**src/rtl/ps_pkg.sv**
```systemverilog
// Shared types and helpers for the PacketStream store-and-forward FIFO.
package ps_pkg;

  typedef enum logic {
    PS_NORMAL = 1'b0,
    PS_FORCE  = 1'b1
  } ps_state_t;

  // Pointer width: address bits plus one wrap bit.
  function automatic int unsigned ps_ptr_w(input int unsigned depth);
    return $clog2(depth) + 1;
  endfunction

endpackage

```
**src/rtl/ps_sdp_ram.sv**
```systemverilog
// Simple dual-port RAM with registered read; array is not reset.
module ps_sdp_ram #(
  parameter int unsigned DWIDTH  = 9,
  parameter int unsigned DEPTH   = 16,
  parameter              RAMTYPE = "MLAB",
  localparam int unsigned AW     = $clog2(DEPTH)
) (
  input  logic              clk,
  input  logic              we,
  input  logic [AW-1:0]     waddr,
  input  logic [DWIDTH-1:0] wdata,
  input  logic [AW-1:0]     raddr,
  output logic [DWIDTH-1:0] rdata
);

  (* ramstyle = RAMTYPE *) logic [DWIDTH-1:0] mem [DEPTH];

  always_ff @(posedge clk) begin
    if (we) mem[waddr] <= wdata;
    rdata <= mem[raddr];
  end

endmodule

```
**src/rtl/ps_pkt_fifo.sv**
```systemverilog
// Store-and-forward PacketStream FIFO with cut-through fallback for oversize packets.
// Optional occupancy/packet counters are enabled by defining PS_PKT_FIFO_STATUS_EN.
module ps_pkt_fifo
  import ps_pkg::*;
#(
  parameter int unsigned DWIDTH  = 8,
  parameter int unsigned DEPTH   = 16,
  parameter              RAMTYPE = "MLAB"
) (
  input  logic              clk,
  input  logic              reset_n,
  input  logic [DWIDTH-1:0] i_dat,
  input  logic              i_val,
  input  logic              i_eop,
  output logic              i_rdy,
  output logic [DWIDTH-1:0] o_dat,
  output logic              o_val,
  output logic              o_eop,
  input  logic              o_rdy
`ifdef PS_PKT_FIFO_STATUS_EN
  ,
  output logic [$clog2(DEPTH+1):0] o_used,
  output logic [$clog2(DEPTH+1):0] o_pkts
`endif
);

  localparam int unsigned AW = $clog2(DEPTH);
  localparam int unsigned PW = ps_ptr_w(DEPTH);
  localparam int unsigned MW = DWIDTH + 1;

  logic [PW-1:0] wr_ptr_q, wr_ptr_d;
  logic [PW-1:0] rd_ptr_q, rd_ptr_d;
  logic [PW-1:0] cm_ptr_q, cm_ptr_d;
  ps_state_t     state_q, state_d;
  logic          full_c, wr_en_c, load_c, o_val_d;
  logic [MW-1:0] ram_rdata, head_c, byp_q;
  logic          byp_sel_q;

  ps_sdp_ram #(
    .DWIDTH  (MW),
    .DEPTH   (DEPTH),
    .RAMTYPE (RAMTYPE)
  ) u_ram (
    .clk   (clk),
    .we    (wr_en_c),
    .waddr (wr_ptr_q[AW-1:0]),
    .wdata ({i_eop, i_dat}),
    .raddr (rd_ptr_d[AW-1:0]),
    .rdata (ram_rdata)
  );

  // Datapath control; the read address runs one step ahead so the RAM head is ready each cycle.
  always_comb begin
    full_c   = (wr_ptr_q ^ rd_ptr_q) == {1'b1, {AW{1'b0}}};
    i_rdy    = ~full_c;
    wr_en_c  = i_val & ~full_c;
    load_c   = (rd_ptr_q != cm_ptr_q) && (!o_val || o_rdy);
    wr_ptr_d = wr_ptr_q + PW'(wr_en_c);
    rd_ptr_d = rd_ptr_q + PW'(load_c);
    head_c   = byp_sel_q ? byp_q : ram_rdata;
    o_val_d  = load_c | (o_val & ~o_rdy);
  end

  // Commit boundary and normal/cut-through state.
  always_comb begin
    state_d  = state_q;
    cm_ptr_d = cm_ptr_q;
    case (state_q)
      PS_NORMAL: begin
        if (wr_en_c && i_eop) cm_ptr_d = wr_ptr_d;
        if (full_c && (cm_ptr_q == rd_ptr_q)) state_d = PS_FORCE;
      end
      PS_FORCE: begin
        cm_ptr_d = wr_ptr_d;
        if (wr_en_c && i_eop) state_d = PS_NORMAL;
      end
    endcase
  end

  // Bypass covers a word written on the same edge the RAM read its address.
  always_ff @(posedge clk or negedge reset_n) begin
    if (!reset_n) begin
      wr_ptr_q  <= '0;
      rd_ptr_q  <= '0;
      cm_ptr_q  <= '0;
      state_q   <= PS_NORMAL;
      byp_q     <= '0;
      byp_sel_q <= 1'b0;
      o_dat     <= '0;
      o_eop     <= 1'b0;
      o_val     <= 1'b0;
    end else begin
      wr_ptr_q  <= wr_ptr_d;
      rd_ptr_q  <= rd_ptr_d;
      cm_ptr_q  <= cm_ptr_d;
      state_q   <= state_d;
      byp_q     <= {i_eop, i_dat};
      byp_sel_q <= wr_en_c && (wr_ptr_q[AW-1:0] == rd_ptr_d[AW-1:0]);
      o_val     <= o_val_d;
      if (load_c) begin
        o_dat <= head_c[DWIDTH-1:0];
        o_eop <= head_c[DWIDTH];
      end
    end
  end

`ifdef PS_PKT_FIFO_STATUS_EN
  localparam int unsigned CW = $clog2(DEPTH + 1) + 1;

  logic [CW-1:0] used_d, pkts_d;

  always_comb begin
    used_d = CW'(wr_ptr_d - rd_ptr_d) + CW'(o_val_d);
    pkts_d = o_pkts + CW'(wr_en_c & i_eop) - CW'(o_val & o_rdy & o_eop);
  end

  always_ff @(posedge clk or negedge reset_n) begin
    if (!reset_n) begin
      o_used <= '0;
      o_pkts <= '0;
    end else begin
      o_used <= used_d;
      o_pkts <= pkts_d;
    end
  end
`endif

endmodule
```
**config.mk**
```make
export PLATFORM = sky130hd
export DESIGN_NAME = ps_pkt_fifo
export DESIGN_NICKNAME = d
export VERILOG_FILES = /design/src/rtl/ps_pkg.sv /design/src/rtl/ps_sdp_ram.sv /design/src/rtl/ps_pkt_fifo.sv
export SDC_FILE = /design/constraint.sdc
export NUM_CORES = 1
export LEC_CHECK = 0
export BUFFER_PORTS_ARGS = -buffer_cell sky130_fd_sc_hd__buf_2
export CORE_ASPECT_RATIO = 1.75
export CORE_MARGIN = 8
export CORE_UTILIZATION = 45
export CTS_CLUSTER_DIAMETER = 40
export CTS_CLUSTER_SIZE = 12
export DETAILED_ROUTE_END_ITERATION = 8
export SLEW_MARGIN = 30
export SYNTH_ARGS = -nofsm -noshare
export SYNTH_HDL_FRONTEND = slang
export SYNTH_SLANG_ARGS = --single-unit
```
**constraint.sdc**
```tcl
create_clock -name clk -period 7.05 [get_ports clk]
set_input_delay 1.41 -clock clk [delete_from_list [all_inputs] [get_ports clk]]
set_output_delay 1.41 -clock clk [all_outputs]
set_load 0.02 [all_outputs]
```
# After elaboration in Yosys (flattened, before gate mapping)
# Memories as Yosys holds them, arrays and structs flattened. A register that Yosys moved wholly into a read port is not among the register bits.
# Index checks and enable logic that the tools add are counted.
# word_totals
regBits	36
ram_bits	144
in_bits	13
out_inout_bits	11
word_cells	38
mem_count	1
# op_classes
n_addsub	2
eq_ne	5
muxes	8
bitwise_logic	7
reduce_logical	6
# memory_table
name	depth	width	read_ports	rd_ports_with_merged_regs	wr	line	rtl
u_ram.mem	16	9	1	1	1	ps_sdp_ram.sv:16	(* ramstyle = RAMTYPE *) logic [DWIDTH-1:0] mem [DEPTH];
# ops
op	count
$add 5x1->5	2
$pmux 5 s2	1
$mux 9	1
$eq 5x5->1	1
$eq 5x5->1 const B	1
$mux 5	1
$ne 5x5->1	1
$xor 5x5->5	1
$eq 4x4->1	1
$logic_and 1x1->1	4
$mux 1	4
$not 1->1	3
$and 1x1->1	2
$ne 2x2->1 const B	1
$pmux 1 s2	1
$logic_not 1->1	1
$logic_or 1x1->1	1
$or 1x1->1	1

# Depth between registers and ports, before layout
# depth
depth_word	7
ltp_mapped	14
mapped_depth_nobuf	12

# Hierarchy
# Synthesis repeated with hierarchy kept, for this count alone.
# hier_totals
hier_cells	388
hier_area_um2	7509.7
# by_module_without_submodules
mod	instances	cells_each	area_each_um2	seq_area_each_um2
ps_sdp_ram	1	254	5780.5	4504.3
ps_pkt_fifo	1	134	1729.2	900.9

# Worst setup path after synthesis
# OpenSTA, ideal clock, no wires.
# synth_timing
path_type	input port to flip-flop
from	in o_rdy
to	reg u_ram.rdata[2], read port of u_ram.mem
setup_ns	0.128
arrival_ns	3.418
required_ns	6.922
path_slack_ns	3.504
stages	10
n_path_buf	3
cell_sequence	nand2b_1 -> o31ai_4 -> buf_2 -> inv_1 -> ha_1 -> buf_2 -> buf_2 -> mux4_2 -> mux2i_1 -> o21ai_0
# synth_via
elab_chain_len	3
# synth_rtl
item	line	rtl
start, declared	ps_pkt_fifo.sv:19	input logic o_rdy
$logic_or 1x1->1	ps_pkt_fifo.sv:57	load_c = (rd_ptr_q != cm_ptr_q) && (!o_val || o_rdy);
$logic_and 1x1->1	ps_pkt_fifo.sv:57	
via load_c	ps_pkt_fifo.sv:35	logic full_c, wr_en_c, load_c, o_val_d;
$add 5x1->5	ps_pkt_fifo.sv:59	rd_ptr_d = rd_ptr_q + PW'(load_c);
via rd_ptr_d[0]	ps_pkt_fifo.sv:32	logic [PW-1:0] rd_ptr_q, rd_ptr_d;
end, declared	ps_sdp_ram.sv:13	output logic [DWIDTH-1:0] rdata
# The timed path passes the listed nets, and every way through them passes these cells.
# A chain may end at the register's enable or synchronous reset.

# Worst setup path after layout
# layout_timing
from	in o_rdy
to	reg u_ram.rdata[1], read port of u_ram.mem
# layout_via
elab_chain_len	3
# layout_rtl
item	line
$logic_or 1x1->1	ps_pkt_fifo.sv:57
$logic_and 1x1->1	ps_pkt_fifo.sv:57
via load_c	ps_pkt_fifo.sv:35
$add 5x1->5	ps_pkt_fifo.sv:59
# The timed path passes the listed nets, and every way through them passes these cells.

==> impl_metrics.json <==
{
  "setup.worst_path.class": "input port to register",
  "power_density_nw_per_um2": 461,
  "num_rows": 62,
  "synth_cell_type_count": 37,
  "worst_path_largest_cell_delay_ps": 670,
  "clock-sinks": 189,
  "yosysTopAreaCell": "edfxtp_1",
  "diodes": 0,
  "globalRouteOverflowTotal": 0,
  "tightest_slew_ps": 953,
  "cts_tree": "done",
  "die_w_um": 113,
  "root_buffer": "clkbuf_16",
  "portBuffers": 23,
  "ys_seq_area_frac": 0.733,
  "synthMuxAreaShare": 0.0993,
  "p_leak_nw": 2.90,
  "drt-wirelength-per-cell_um": 21.0,
  "ir_drop_mv": 0.207,
  "place_ws_ps": 2600,
  "holdBufCountCts": 0,
  "netlist_area_um2": 7370,
  "worstSetupStartpointType": "input port",
  "fin_crit_ps": 4010,
  "drcViolationCount": 0,
  "h-tree-depth": 4,
  "slowest_stage": "clkinv_2",
  "fin_ws_ps": 3040,
  "path_cells": "buf_2 -> nand2b_1 -> o31ai_4 -> inv_1 -> ha_1 -> ha_1 -> xnor2_2 -> buf_4 -> clkinv_2 -> mux2i_1 -> a32oi_1 -> nand4_1 -> o21ai_0",
  "post_cts.repair.setup_buffers": 0,
  "grt_pass1_wl_um": 22700,
  "synth_top_family_by_area": "multiplexers",
  "grt_max_degree": 47,
  "post_cts_resized": 0,
  "synth.net_count": 472,
  "antenna_found_initial": 0,
  "grt_usage": 0.148,
  "synth_cells": 455,
  "clk_latency_ps": 430,
  "worstPathArrival_ps": 4310,
  "critPathMaxFanout": 46,
  "gp_congestion": 0.801,
  "seqCellArea_um2": 5410,
  "slew_headroom": 0.361,
  "async_reset_ff_frac": 0.190,
  "ys_seq_elements": 189,
  "p_total_mw": 3.85,
  "rsz0062_at_grt": "false",
  "core_area_um2": 16200,
  "hold_viol": 0,
  "cts-buffers-inserted": 17,
  "drive_above_1_share": 0.218,
  "crit_path_end_kind": "register",
  "status": "complete, no violations",
  "netlist_top_cells_count": "144 x edfxtp_1, 69 x nand2_1, 36 x dfrtp_1",
  "first_pass_iters": 4,
  "area_delta_synth_final_pct": 13.2,
  "fmax_mhz": 249,
  "via_count": 3830,
  "r2r_cells": 13,
  "dieArea_um2": 20900,
  "final_max_slew_viol_count": 0,
  "setup_tns_ps": 0,
  "required_ps": 7350,
  "viasPerCell": 5.54,
  "finalSetupViolations": 0,
  "cts_buffer_depth": 2,
  "nFillCells": 1281,
  "syn_avg_cell_area_um2": 16.2,
  "yosys.area_share.simple": 0.0838,
  "cts.clk_slew.worst_paths_ps": 80,
  "yosysMostFrequentCell": "edfxtp_1",
  "cpMostUsedCell": "ha_1",
  "synth_top_area_frac": 0.586,
  "ys_warn_count": 0,
  "whs_path_depth": 2,
  "synth_ff_type": "edfxtp_1",
  "synth-compound-area-share": 0.0305,
  "die_h_um": 185,
  "rrSetupSlack_ps": 3060,
  "synthXorXnorAreaFrac": 0.0248,
  "max-cap-violations": 0,
  "synth.area.top_cells": "edfxtp_1 59%, dfrtp_1 12%, mux4_2 5.5%",
  "wirelength_um": 14500,
  "drt_iter0_drc": 197,
  "synth_edf_count": 144,
  "skew_ps": 15.5,
  "holdWs_ps": 473,
  "fin_crit_sh": 0.569,
  "nNetsFinal": 503,
  "hpwlAfterDp_um": 10100,
  "multi_input_area_um2": 1860,
  "synthAdderAreaFrac": 0.00679,
  "hold_path.class": "register to register",
  "detail-route-antenna-nets": 0,
  "grt_pass1_vias": 4039,
  "final_core_util": 0.515,
  "initial_utilization": 0.455,
  "io_pins": 24
}
-- registers in the layout, summed over array words and instances (netlist names) --
signal and flops:
state_q 1, u_ram.rdata 9, o_val 1, rd_ptr_q 5, u_ram.mem 144, byp_sel_q 1
o_dat 8, byp_q 9, wr_ptr_q 5, o_eop 1, cm_ptr_q 5
-- path summary, 6_finish.rpt --
| kind | startpoint | end |
|---|---|---|
| setup / recovery | o_rdy | u_ram.rdata[1] |
| hold / removal | o_dat[7] | o_dat[7] |
| setup reg to reg | rd_ptr_q[0] | u_ram.rdata[1] |
| hold reg to reg | o_dat[7] | o_dat[7] |
| max in group asynchronous | reset_n | o_dat[1] |
| min in group asynchronous | reset_n | wr_ptr_q[2] |
-- where the power goes --
group | switching, mW | internal [mW]
Combinational | 0.807 | 0.552
Clock | 0.470 | 0.485
Sequential | 0.141 | 1.40
-- stage by stage --
step	cell area, µm²	cells
global route	8350	691
CTS	8350	691
global placement	7720	659
floorplan	7370	455
detailed placement	7730	659
finish	8350	691
-- layout by cell type (no fill, tap or decap), types with 4 or more instances in the layout --
master	instances
dfxtp_1	9
mux4_2	18
mux2i_1	27
dfrtp_1	36
inv_8	5
xor2_1	6
nand2_1	69
xnor2_1	13
nor4_2	5
nand3_1	23
mux2_2	5
nand2b_1	4
a32oi_1	9
buf_2	23
nor3_1	6
nand4_1	9
ha_1	4
clkinv_8	5
buf_4	13
edfxtp_1	144
clkbuf_16	17
o21ai_0	18
-- critical path, delay by kind of cell --
kind                       cells  cell delay (ps)
AOI/OAI and AO/OA              3              380
xor gates and xnor gates       1              140
adders and majority gates      2              460
buffers and inverters          4             1190
muxes                          1              380
and+or+nand+nor                2              320
-- per-layer routing --
| metal | part of all wire | vias to the layer above | GRT usage |
|---|---|---|---|
| met3 | 0.031 | 17 | 0.0281 |
| met1 | 0.37 | 1954 | 0.149 |
| met4 | 0.020 | 0 | 0.0727 |
| li1 | - | 1775 | - |
| met2 | 0.58 | 84 | 0.282 |
| met5 | 0 | - | 0 |
-- logic make-up after synthesis --
| group | after synthesis |
|---|---|
| flops | 189 |
| simple gates | 132 |
| mux | 50 |
| compound gates | 31 |
| buf+inv | 29 |
| xor+xnor | 20 |
| fa+ha+maj | 4 |
-- area by class of cell --
type                       instances  area share
clock buffer                      17      0.0510
clock inverter                    15      0.0225
inverter                           5     0.00240
multi-input combinational        237       0.223
sequential                       189       0.647
tap                              192      0.0288
timing repair buffer              36      0.0255
Note: power is estimated with default switching activity, not from simulation.
